## src/rtl/pipeline_pkg.sv

```systemverilog
// Shared pipeline definitions used by the writeback stage.
// Contents:
//   - wb_sel encodings selecting the retiring result source
//   - load funct3 encodings (width / signedness)
//   - writeback FSM state enum
//   - link_addr(): PC+4 link value from a word PC, wrapping mod 2^32
package pipeline_pkg;

   localparam logic [1:0] WB_ALU  = 2'b00;
   localparam logic [1:0] WB_LOAD = 2'b01;
   localparam logic [1:0] WB_PC4  = 2'b10;
   localparam logic [1:0] WB_CSR  = 2'b11;

   localparam logic [2:0] F3_LB  = 3'b000;
   localparam logic [2:0] F3_LH  = 3'b001;
   localparam logic [2:0] F3_LW  = 3'b010;
   localparam logic [2:0] F3_LBU = 3'b100;
   localparam logic [2:0] F3_LHU = 3'b101;

   typedef enum logic [0:0] {
      WB_IDLE      = 1'b0,
      WB_WAIT_LOAD = 1'b1
   } wb_state_e;

   // Byte address of the following instruction; the 32-bit add wraps naturally.
   function automatic logic [31:0] link_addr(input logic [29:0] pc);
      return {pc, 2'b00} + 32'd4;
   endfunction

endpackage

```

## src/rtl/load_extend.sv

```systemverilog
// Combinational load-data aligner / extender.
// Ports:
//   word    in  32  raw data-memory read word
//   addr_lo in  2   low byte-address bits of the load
//   funct3  in  3   load width/sign encoding
//   result  out 32  aligned, sign- or zero-extended load value
module load_extend
   import pipeline_pkg::*;
(
   input  logic [31:0] word,
   input  logic [1:0]  addr_lo,
   input  logic [2:0]  funct3,
   output logic [31:0] result
);

   logic [7:0]  byte_s;
   logic [15:0] half_s;

   // Pick the addressed byte lane of the read word.
   always_comb begin
      byte_s = word[7:0];
      case (addr_lo)
         2'b00:   byte_s = word[7:0];
         2'b01:   byte_s = word[15:8];
         2'b10:   byte_s = word[23:16];
         2'b11:   byte_s = word[31:24];
         default: byte_s = word[7:0];
      endcase
   end

   // Halfword lane is chosen by addr_lo[1] only; misalignment is not handled here.
   assign half_s = addr_lo[1] ? word[31:16] : word[15:0];

   // Extend according to width/sign; LW and unknown codes pass the full word.
   always_comb begin
      result = word;
      case (funct3)
         F3_LB:   result = {{24{byte_s[7]}}, byte_s};
         F3_LBU:  result = {24'h000000, byte_s};
         F3_LH:   result = {{16{half_s[15]}}, half_s};
         F3_LHU:  result = {16'h0000, half_s};
         F3_LW:   result = word;
         default: result = word;
      endcase
   end

endmodule

```

## src/rtl/writeback_stage.sv

```systemverilog
// Final pipeline stage: selects the retiring result, waits for load data,
// drives the register-file write port and counts retired instructions.
// Ports:
//   clk_i, rst_i            clock, synchronous active-high reset
//   busywait_i              global freeze; blocks capture of new instructions
//   valid_i                 memory stage holds a real instruction
//   pc_i[29:0]              word PC of incoming instruction
//   alu_result_i[31:0]      ALU result / load byte address
//   csr_data_i[31:0]        old CSR value
//   wb_sel_i[1:0]           result source (ALU / LOAD / PC+4 / CSR)
//   rd_i[4:0]               destination register, 0 = no write
//   funct3_i[2:0]           load width/sign encoding
//   is_load_instr_i         instruction is a load
//   dmem_rdata_i, dmem_rvalid_i  data-memory read response
//   wb_stall_o              high while waiting for load data
//   rd_label_o, rd_data_o   one-cycle register-file write pulse
//   instret_o               retired-instruction counter
module writeback_stage
   import pipeline_pkg::*;
#(
   parameter int INSTRET_W     = 64,
   parameter int RESET_PC_ZERO = 1
)(
   input  logic                 clk_i,
   input  logic                 rst_i,
   input  logic                 busywait_i,
   input  logic                 valid_i,
   input  logic [29:0]          pc_i,
   input  logic [31:0]          alu_result_i,
   input  logic [31:0]          csr_data_i,
   input  logic [1:0]           wb_sel_i,
   input  logic [4:0]           rd_i,
   input  logic [2:0]           funct3_i,
   input  logic                 is_load_instr_i,
   input  logic [31:0]          dmem_rdata_i,
   input  logic                 dmem_rvalid_i,
   output logic                 wb_stall_o,
   output logic [4:0]           rd_label_o,
   output logic [31:0]          rd_data_o,
   output logic [INSTRET_W-1:0] instret_o
);

   // Reserved parameter: only the value 1 is meaningful, nothing depends on it.
   if (RESET_PC_ZERO != 1) begin : g_reserved_reset_pc
   end

   wb_state_e             state_r, state_nxt_s;
   logic [4:0]            ld_rd_r;
   logic [2:0]            ld_funct3_r;
   logic [1:0]            ld_addr_lo_r;
   logic [4:0]            rd_label_r;
   logic [31:0]           rd_data_r;
   logic [INSTRET_W-1:0]  instret_r;

   logic [31:0]           sel_data_s;
   logic [31:0]           ext_data_s;
   logic                  retire_s;
   logic                  latch_ld_s;
   logic [4:0]            wr_label_s;
   logic [31:0]           wr_data_s;

   load_extend u_load_extend (
      .word    (dmem_rdata_i),
      .addr_lo (ld_addr_lo_r),
      .funct3  (ld_funct3_r),
      .result  (ext_data_s)
   );

   // Result source mux for non-load instructions.
   always_comb begin
      sel_data_s = alu_result_i;
      case (wb_sel_i)
         WB_ALU:  sel_data_s = alu_result_i;
         WB_LOAD: sel_data_s = alu_result_i;
         WB_PC4:  sel_data_s = link_addr(pc_i);
         WB_CSR:  sel_data_s = csr_data_i;
         default: sel_data_s = alu_result_i;
      endcase
   end

   // Next-state and retire decision. A load response arriving during a freeze
   // still completes: the memory cannot replay it.
   always_comb begin
      state_nxt_s = state_r;
      retire_s    = 1'b0;
      latch_ld_s  = 1'b0;
      wr_label_s  = 5'd0;
      wr_data_s   = sel_data_s;
      case (state_r)
         WB_IDLE: begin
            if (valid_i && !busywait_i) begin
               if (is_load_instr_i) begin
                  latch_ld_s  = 1'b1;
                  state_nxt_s = WB_WAIT_LOAD;
               end else begin
                  retire_s   = 1'b1;
                  wr_label_s = rd_i;
                  wr_data_s  = sel_data_s;
               end
            end else begin
               state_nxt_s = WB_IDLE;
            end
         end
         WB_WAIT_LOAD: begin
            if (dmem_rvalid_i) begin
               retire_s    = 1'b1;
               wr_label_s  = ld_rd_r;
               wr_data_s   = ext_data_s;
               state_nxt_s = WB_IDLE;
            end else begin
               state_nxt_s = WB_WAIT_LOAD;
            end
         end
         default: state_nxt_s = WB_IDLE;
      endcase
   end

   // State, load context, write-port pulse and retire counter registers.
   always_ff @(posedge clk_i) begin
      if (rst_i) begin
         state_r      <= WB_IDLE;
         ld_rd_r      <= 5'd0;
         ld_funct3_r  <= 3'd0;
         ld_addr_lo_r <= 2'd0;
         rd_label_r   <= 5'd0;
         rd_data_r    <= 32'd0;
         instret_r    <= {INSTRET_W{1'b0}};
      end else begin
         state_r <= state_nxt_s;
         if (latch_ld_s) begin
            ld_rd_r      <= rd_i;
            ld_funct3_r  <= funct3_i;
            ld_addr_lo_r <= alu_result_i[1:0];
         end
         // Label pulses for exactly one cycle; data holds across non-write cycles.
         rd_label_r <= retire_s ? wr_label_s : 5'd0;
         if (retire_s && (wr_label_s != 5'd0)) begin
            rd_data_r <= wr_data_s;
         end
         if (retire_s) begin
            instret_r <= instret_r + {{(INSTRET_W-1){1'b0}}, 1'b1};
         end
      end
   end

   assign wb_stall_o = (state_r == WB_WAIT_LOAD);
   assign rd_label_o = rd_label_r;
   assign rd_data_o  = rd_data_r;
   assign instret_o  = instret_r;

endmodule

```

## config.mk

```make
export PLATFORM = sky130hd
export DESIGN_NAME = writeback_stage
export DESIGN_NICKNAME = d
export VERILOG_FILES = /design/src/rtl/pipeline_pkg.sv /design/src/rtl/load_extend.sv /design/src/rtl/writeback_stage.sv
export SDC_FILE = /design/constraint.sdc
export NUM_CORES = 1
export LEC_CHECK = 0
export CAP_MARGIN = 10
export CORE_ASPECT_RATIO = 1.2
export CORE_UTILIZATION = 45
export CTS_CLUSTER_DIAMETER = 30
export DETAILED_ROUTE_END_ITERATION = 10
export PLACE_DENSITY = 0.91
export SLEW_MARGIN = 5
export SYNTH_ARGS = -nofsm -noshare
export SYNTH_HDL_FRONTEND = slang
export SYNTH_SLANG_ARGS = --single-unit
```

## constraint.sdc

```tcl
create_clock -name clk_i -period 2.68 [get_ports clk_i]
set_clock_uncertainty 0.2 [all_clocks]
set_input_delay 0.402 -clock clk_i [delete_from_list [all_inputs] [get_ports clk_i]]
set_output_delay 0.402 -clock clk_i [all_outputs]
set_load 0.005 [all_outputs]
```

Yosys cells after proc, flatten, opt, wreduce, memory -nomap -nowiden
Index checks and enable logic that the tools add are counted.
{"block": "totals", "ff_bits": 112, "output_inout_bits": 102, "wordCells": 48}
{"block": "classes", "n_bitwise": 2, "n_eq_ne": 9, "n_addsub": 2, "n_reduce_logical": 9, "mux": 19}
{"op": "32-bit one-hot mux with 4 select lines", "count": 1}
{"op": "32-bit one-hot mux with 3 select lines", "count": 1}
{"op": "64-bit by 1-bit adder with 64-bit output (second input constant)", "count": 1}
{"op": "32-bit one-hot mux with 2 select lines", "count": 1}
{"op": "32-bit by 3-bit adder with 32-bit output (second input constant)", "count": 1}
{"op": "32-bit two-way mux", "count": 1}
{"op": "8-bit one-hot mux with 4 select lines", "count": 1}
{"op": "16-bit two-way mux", "count": 1}
{"op": "5-bit two-way mux", "count": 3}
{"op": "5-bit one-hot mux with 2 select lines", "count": 1}
{"op": "2-bit == test (second input constant)", "count": 4}
{"op": "1-bit two-way mux", "count": 7}
{"op": "3-bit == test (second input constant)", "count": 2}
{"op": "5-bit nonzero test", "count": 1}
{"op": "2-bit by 1-bit == test with 1-bit output (second input constant)", "count": 2}
{"op": "2-bit logical NOT", "count": 2}
{"op": "1-bit one-hot mux with 2 select lines", "count": 2}
{"op": "2-bit OR reduction", "count": 2}
{"op": "3-bit by 1-bit == test with 1-bit output (second input constant)", "count": 1}
{"op": "3-bit logical NOT", "count": 1}
{"op": "1-bit logical AND", "count": 2}
{"op": "1-bit inverter", "count": 2}
{"op": "1-bit logical NOT", "count": 1}

Longest topological paths before layout
Gate-level depths: netlist of the first run.
{"block": "logic_depth", "word_depth": 6, "depth_mapped": 9, "mapped_depth_nobuf": 7}

Modules after synthesis
From an unflattened synthesis of the first run, not the netlist that was laid out.
{"block": "hier_totals", "cells_unflattened": 926, "hier_area_um2": 7124.3}
{"module": "writeback_stage", "area_each_um2": 6456.2, "seq_area_each_um2": 2242.2, "n_inst": 1, "cells_per_inst": 815}
{"module": "load_extend", "area_each_um2": 668.1, "seq_area_each_um2": 0.0, "n_inst": 1, "cells_per_inst": 111}

Least setup slack after synthesis of the first run
No wires, ideal clock.
{"block": "synth_timing", "path_type": "input-to-reg", "start": "in rd_i[0]", "end": "reg rd_data_r[23] (netlist: rd_data_o[23])", "t_arrival_ns": 1.836, "path_slack_ns": 0.522, "setup_time_ns": 0.122, "stages": 6, "cell_sequence": "or4_4 o21ai_4 nand2_1 nand2_1 nor4_1 a311o_1"}
{"block": "synth_between", "elab_chain_cells": 5}
{"element": "start, declared", "line": "writeback_stage.sv:32", "source": "input logic [4:0] rd_i,"}
{"element": "5-bit two-way mux", "line": "writeback_stage.sv:92", "source": "if (is_load_instr_i) begin"}
{"element": "5-bit two-way mux", "line": "writeback_stage.sv:91", "source": "if (valid_i && !busywait_i) begin"}
{"element": "5-bit one-hot mux with 2 select lines", "line": "writeback_stage.sv:89", "source": "case (state_r)"}
{"element": "5-bit nonzero test", "line": "writeback_stage.sv:137", "source": "if (retire_s && (wr_label_s != 5'd0)) begin"}
{"element": "1-bit logical AND", "line": "writeback_stage.sv:137"}
{"element": "end signal, assigned", "line": "writeback_stage.sv:138", "source": "rd_data_r <= wr_data_s;"}
{"element": "end, declared", "line": "writeback_stage.sv:52", "source": "logic [31:0] rd_data_r;"}
Every way passes these cells.
A chain may end at the register's enable or synchronous reset.

Worst setup path in the final report of the first run
{"block": "layout_timing", "start": "reg ld_addr_lo_r[1]", "end": "reg rd_data_r[2] (netlist: rd_data_o[2])"}
{"block": "layout_between", "elab_chain_cells": 5}
{"element": "start, declared", "line": "writeback_stage.sv:50", "source": "logic [1:0] ld_addr_lo_r;"}
{"element": "start signal, assigned", "line": "writeback_stage.sv:133", "source": "ld_addr_lo_r <= alu_result_i[1:0];"}
{"element": "2-bit == test, or another cell as far along", "line": "load_extend.sv:22", "source": "case (addr_lo)"}
{"element": "8-bit one-hot mux with 4 select lines", "line": "load_extend.sv:22"}
{"element": "32-bit one-hot mux with 4 select lines *", "line": "load_extend.sv:37", "source": "case (funct3)"}
{"element": "32-bit two-way mux *", "line": "writeback_stage.sv:105", "source": "if (dmem_rvalid_i) begin"}
{"element": "32-bit one-hot mux with 2 select lines *", "line": "writeback_stage.sv:89"}
Mark *: on every way between the ends. The rest lies on a longest branch, timed or not.

==> results of run 1 <==
==> per-stage QoR <==
step | cells | utilization (%) | instance area [µm²] | TNS [ps]
after floorplan | 802 | - | 6490 | 0
after global placement | 1243 | 68.4 | 9530 | -13.5
after detailed placement | 1243 | 68.4 | 9530 | -544
after CTS | 1259 | 70.7 | 9850 | 0
after global routing | 1259 | 70.7 | 9850 | 0
final | 1259 | 70.7 | 9850 | 0
==> final timing paths <==
check | to | startpoint | cells after the start | slack [ps]
min | rd_data_o[8]$_SDFFE_PP0P_ | rd_data_o[8]$_SDFFE_PP0P_ | 2 | 250
min reg2reg | rd_data_o[8]$_SDFFE_PP0P_ | rd_data_o[8]$_SDFFE_PP0P_ | 2 | 250
max reg2reg | rd_data_o[2]$_SDFFE_PP0P_ | ld_addr_lo_r[1]$_SDFFE_PP0P_ | 4 | 260
max | rd_data_o[2]$_SDFFE_PP0P_ | ld_addr_lo_r[1]$_SDFFE_PP0P_ | 4 | 260
==> cells in the mapped netlist, drive strengths merged (2+ instances only) <==
cell type  count
a22oi         13
nand2b         6
o221ai         7
a222oi         2
and4          12
ha             2
and3          17
o211ai         9
o32ai          3
a32o           4
nor2          86
clkinv         2
or4            4
xnor2         43
buf           20
nand4         30
nor3          26
nand3         40
nor2b          3
a22o          10
o211a          3
nand2         89
a311oi         4
a221oi        15
inv            9
nor4          20
a21o           2
a31oi          8
mux2i          3
o2111a         2
a311o          4
clkbuf        34
xor2          37
a211oi         7
a21oi         50
o21ai         28
and2           8
a221o          8
dfxtp        112
or3           10
==> routing by layer <==
layer  GRT usage, %  vias to the layer above
li1               -                     3515
met5              0                        -
met4           20.8                        0
met1           36.3                     3527
met2           57.8                      424
met3           7.60                       92
==> logic make-up (layout without fill, tap and decap cells) <==
group / Yosys count / count (layout) / synth area share, %
compound gates: 185 / 185 / 20.4
xor+xnor: 80 / 80 / 10.8
fa+ha+maj: 2 / 2 / 0.386
buf+inv: 65 / 351 / 4.44
flops: 112 / 112 / 34.6
mux: 5 / 5 / 0.984
simple gates: 353 / 353 / 28.4
==> critical path, delay by kind of cell (launching register included) <==
| kind | cells | cell delay, ps |
|---|---|---|
| compound gates | 3 | 1270 |
| flops | 1 | 600 |
| buf+inv | 1 | 260 |
==> state kept, by name, summed over array words and instances, names as in the netlist <==
register and count:
rd_data_o 32, ld_addr_lo_r 2, wb_stall_o 1, instret_o 64
rd_label_o 5, ld_funct3_r 3, ld_rd_r 5
==> report_power, final <==
part | internal, mW | total [mW] | switching [mW]
clock | 0.754 | 1.44 | 0.681
sequential | 1.70 | 1.72 | 0.0292
combinational | 0.380 | 0.692 | 0.313
==> area by class of cell <==
| cell class | instances | area share (%) |
|---|---|---|
| multi-input cells | 625 | 40.2 |
| well taps | 171 | 2.17 |
| repair buffers | 324 | 31.2 |
| flip-flops and latches | 112 | 22.8 |
| clock buffers | 9 | 2.29 |
| inverters | 11 | 0.419 |
| clock inverters | 7 | 0.965 |
==> run summary, run 1 <==
The worst setup slack after placement is -82.7 ps. The top metal layer carrying routed signals is met4. Buffers placed on the I/O ports in this run total 243. The number of clock sinks came out at 112. Based on the critical path, the design can be clocked at up to 413 MHz.

Before antenna repair, the detailed router went through 8 iterations. From left edge to right edge, the die measures 112 µm. The initial antenna violation count is 0. The count of filler cells inserted in the layout came out at 1056.

After clock tree synthesis, the clock-pin slew on the worst setup and hold paths is 80 ps. The longest clock path from root to sink contains 2 buffers. The share of post-route cells with drive strength above 1 is 10.8%. The placeable core area is 13900 µm². The floorplan step set the die height to 134 µm.

The number of nets still failing antenna checks after routing came out at 0. The multi-input logic area is 3960 µm². The worst path in the final design needs a cycle of 2420 ps, including I/O delays and setup. The violation count after the first detailed-route iteration is 625.

Summing the sequential cell areas from Yosys gives 34.6% of the chip area. The half-perimeter wire length after detailed placement is 19400 µm. Each instance of the synthesized netlist takes up on average 8.09 µm². Setup repair after global routing left no endpoint under its margin. The worst slew margin relative to its limit is 50.7%. The repair_antennas step left the layout with diodes totalling 0. Summed over all layers, the routed wires come to 25300 µm.

The worst-case hold slack came out at 254 ps. The cell taking the most area after synthesis is sky130_fd_sc_hd__dfxtp_1. The wire length on met1 is 9250 µm. The final setup violation count came out at 0.

The count of flip-flops with a built-in enable after synthesis is 0. The number of remaining DRC errors came out at 24. The largest vdd supply drop is 328 µV. In the routed layout, each cell is associated on average with a via count of 6.00. The highest fanout seen on the critical path is 12. The cell leakage power came out at 3.57 nW. The count of cell types in the netlist came out at 63. After clock tree synthesis, the repair step resized 0 gates. At the end of the flow, the number of nets in the layout was 1227.

Buffers inserted during clock tree synthesis total 9. The post-CTS setup buffer count is 0. The worst-case setup margin in the final layout is 259 ps. The total standard cell area after synthesis came out at 6490 µm². Once the floorplan was initialized, standard cells occupied 46.5% of the core. The final reports fail on DRC. The clock latency reported for the late side of the worst-skew pair is 350 ps.

In the synthesized netlist, the number of instances is 802. The leading cell type in the layout, fill and taps excluded is sky130_fd_sc_hd__clkdlybuf4s50_1. The number of maximum-capacitance violations came out at 0. At the pin with the least slew margin, the transition time is 739 ps. The count of pins on the block boundary came out at 244.

The detailed-route wire length per cell came out at 20.1 µm. The count of state elements after synthesis came out at 112. The worst setup path is launched from a flip-flop. Routability-driven placement finished with a final weighted congestion of 0.981. After synthesis, the share of flip-flops with an asynchronous set or reset is 0%. The worst hold-check path type is flip-flop to flip-flop. The wire length on met2 is 12300 µm. The number of failing hold endpoints at the final stage is 0. Global routing used 33.1% of the available tracks across all layers. Yosys attributes the largest share of cell area to sky130_fd_sc_hd__dfxtp_1 (35%), sky130_fd_sc_hd__xnor2_1 (5.8%), sky130_fd_sc_hd__nand2_1 (5.1%), sky130_fd_sc_hd__xor2_1 (5.0%), sky130_fd_sc_hd__nor2_1 (5.0%). TritonCTS built the clock tree. The area share of the leading cell type in the synthesized netlist came out at 34.6%. The critical path in this run is classified as flip-flop to flip-flop. The worst setup path is captured at a flip-flop. The power per standard cell area is 391 nW/µm². The total power draw is 3.85 mW. The flow ran to the end, but the final reports show violations. The share of the clock period used by the worst path came out at 90.3%. In the synthesized netlist the dominant register cell turns out to be sky130_fd_sc_hd__dfxtp_1. The overall die area is 14900 µm².

Global routing finished with a remaining overflow of 0. The library cell contributing the largest single delay on the critical path is sky130_fd_sc_hd__a21oi_1. The number of global-route vias before repair is 7249.

The signal arrival time at the worst endpoint came out at 2470 ps. The required time reported for the critical path endpoint came out at 2730 ps. From synthesis to final layout, the design area changed by 51.8%. For this run, the slowest stage of the critical path takes 640 ps. Row generation in the floorplan step produced 47 rows. The maximum number of pins on one net before global-route repair came out at 73. The wire length of the first global-routing pass is 38700 µm.

Walking the worst path, the cells encountered are clkinv_1 > a21oi_1 > o221ai_1 > a311oi_1. Yosys printed 0 warnings. The combined flip-flop and latch cell area is 2240 µm². CTS built an H-tree with a depth of 3. The count of hold-fix buffers inserted at cts is 0. The sum of met3 wire segment lengths after detailed routing came out at 2220 µm. The total via count in the routed design is 7558. The net count of the mapped netlist came out at 946. The number of max-slew violations in the final report is 0. The root buffer cell chosen for the clock tree is sky130_fd_sc_hd__clkbuf_16.

In the layout the commonest cells are sky130_fd_sc_hd__clkdlybuf4s50_1 (242), sky130_fd_sc_hd__dfxtp_1 (112), sky130_fd_sc_hd__nand2_1 (89), sky130_fd_sc_hd__nor2_1 (86), sky130_fd_sc_hd__buf_4 (79).
(Power assumes the default switching activity.)
==> run 2: changes to the inputs <==
CAP_MARGIN = 20   (was 10)
CORE_UTILIZATION = 40   (was 45)
PLACE_DENSITY = 0.84   (was 0.91)
==> run 2 against run 1 <==
The flow now finishes without violations. Non-clock buffer count is the same. Total power shrank 3.0%. Via count shrank 2.7%. Final cell count grew 2.9%.
==> run summary, run 2 (synthesis results as in run 1) <==
The flow ran to the end, and the final reports show no timing, DRC or antenna violations. The number of failing hold endpoints at the final stage is 0. The horizontal die dimension is 118 µm. The initial core utilization is 41.3%.

In this run the core area contains 50 standard-cell rows. The source of the worst hold timing path is rst_i. STA classifies the critical path endpoint as a flip-flop. Setup repair after global routing left no endpoint under its margin. The floorplan step defined a die boundary enclosing 16700 µm². The power per standard cell area came out at 379 nW/µm². Setup violations remaining at the end of the flow were counted as 0. The cell leakage power came out at 3.56 nW. The clock reaches the later pin of the worst-skew pair after 360 ps. The fraction of power spent switching nets came out at 26.6%. Buffers added to address setup during post-CTS repair amount to 0. The min-delay analysis places its worst path in the category input pin to flip-flop. The kind of critical path is flip-flop to flip-flop.

The count of pins on the block boundary came out at 244. The detailed-route wire length per cell came out at 18.5 µm. The routed design has 24000 µm of wire. The signal arrival time at the worst endpoint came out at 2500 ps. The total via count in the routed design came out at 7352. The internal power component is 2.74 mW. The critical path launch point type is a flip-flop. The wire length of the first global-routing pass came out at 37200 µm. The largest vdd supply drop is 272 µV. The worst-case hold slack came out at 231 ps. The total inserted antenna cells is 0. Based on the critical path, the design can be clocked at up to 416 MHz. The violation count after the first detailed-route iteration came out at 563.

Routability-driven placement finished with a final weighted congestion of 0.997. The floorplan die height is 142 µm. The number of instances resized during post-cts repair came out at 0. The placeable core area came out at 15700 µm². For this run, global-route usage on met1 was measured as 30.2%. The maximum number of pins on one net before global-route repair came out at 52.

The number of global-route vias before repair came out at 7197. The iteration count of the initial detailed-routing pass is 5. Dividing the final minimum period by the clock period gives 89.7%. Detailed placement finished with a half-perimeter wire length of 18700 µm.

The leading cell type in the layout, fill and taps excluded is sky130_fd_sc_hd__clkdlybuf4s50_1. In this run the remaining antenna-violating nets after routing total 0. TritonCTS built the clock tree. The number of max-slew violations in the final report came out at 0. In this run the worst setup path begins at ld_addr_lo_r[1]$_SDFFE_PP0P_.

In the global route stage, met3 resource usage came out at 6.59%. The initial antenna violation count came out at 0. The area growth from synthesis to layout came out at 51.9%. The count of hold-fix buffers inserted at cts is 0. In this run the clock root is driven by a sky130_fd_sc_hd__clkbuf_16.

In this run the deepest clock path goes through 2 buffers. The number of clock sinks is 112. The met2 track demand over resource in global routing came out at 50.7%. The combinational group share of total power is 18.2%. Across the run, the number of max-cap violations was 0. The share of the core filled with cells in the final layout is 62.7%. The share of total power in sequential cells came out at 46.0%. The net switching power came out at 0.992 mW.

The flip-flop count of the largest register, all copies and words added came out at 64. The total overflow left after global routing is 0. Per report_power, the clock group accounts for 35.7% of the total. The startpoint of the worst-slack reg-to-reg timing path is ld_addr_lo_r[1]$_SDFFE_PP0P_. The number of remaining DRC errors is 0. The library cells used most frequently in the layout, excluding fill and tap cells, are sky130_fd_sc_hd__clkdlybuf4s50_1 (242), sky130_fd_sc_hd__dfxtp_1 (112), sky130_fd_sc_hd__nand2_1 (89), sky130_fd_sc_hd__nor2_1 (86), sky130_fd_sc_hd__buf_4 (80). The post-CTS clock slew at the launch and capture registers of the worst setup and hold paths is 80 ps. TritonCTS created 9 clock buffers.

The share of post-route cells with drive strength above 1 came out at 10.8%. Global routing used 28.1% of the available tracks. In this run the tool buffered the top-level ports with 243 buffer cells. The highest fanout seen on the critical path came out at 13. The post-route minimum period is 2400 ps. The worst slew margin relative to its limit is 58.3%. met2 is the most crowded layer. The H-tree depth reported by CTS is 3.

The required time reported for the critical path endpoint came out at 2780 ps. At the end of the flow, the number of nets in the layout was 1227. The number of vias per cell is 5.67. The slew at the pin closest to its max-slew limit came out at 624 ps.
run 2: critical path: stages (launching register included):
cell and delay (ps):
sky130_fd_sc_hd__dfxtp_1 600, sky130_fd_sc_hd__clkinv_1 400, sky130_fd_sc_hd__a21oi_1 600, sky130_fd_sc_hd__o221ai_1 240
sky130_fd_sc_hd__o211ai_1 130, sky130_fd_sc_hd__o211a_1 170
run 2: power groups by stage:
stage | Combinational, mW | Clock, mW | Sequential, mW
2_1_floorplan | 0.234 | 0 | 1.75
3_3_place_gp | 0.666 | 0 | 1.76
3_5_place_dp | 0.671 | 0 | 1.76
4_1_cts | 0.676 | 1.35 | 1.72
5_1_grt | 0.722 | 1.43 | 1.72
6_report | 0.681 | 1.33 | 1.72
run 2: path summary, 6_finish.rpt:
| check | cells past startpoint | slack (ps) | end |
|---|---|---|---|
| max | 5 | 280 | rd_data_o[6]$_SDFFE_PP0P_ |
| min | 2 | 230 | instret_o[12]$_SDFFE_PP0P_ |
| max reg2reg | 5 | 280 | rd_data_o[6]$_SDFFE_PP0P_ |
| min reg2reg | 2 | 260 | rd_data_o[19]$_SDFFE_PP0P_ |
run 2: area by class of cell:
type                       instances  area, µm²
fill                            1356       5850
sequential                       112       2240
clock inverter                     6       50.0
clock buffer                      10        239
tap                              208        260
timing repair buffer             324       3060
multi-input combinational        625       3960
inverter                          11       41.3
run 2: layer usage:
metal	vias up	part of all wire, %
li1	3515	-
met5	-	0
met4	0	4.9
met3	57	8.2
met2	324	50
met1	3456	37
run 2: stage by stage:
| stage | std cells | worst slack [ps] | instance area, µm² | power (mW) | setup TNS (ps) |
|---|---|---|---|---|---|
| finish | 1296 | 277 | 9850 | 3.73 | 0 |
| global route | 1296 | 177 | 9850 | 3.88 | 0 |
| CTS | 1296 | 273 | 9850 | 3.75 | 0 |
| detailed placement | 1280 | -81.9 | 9560 | 2.43 | -619 |
| global placement | 1280 | -37.6 | 9560 | 2.42 | -113 |
| floorplan | 802 | 522 | 6490 | 1.99 | 0 |
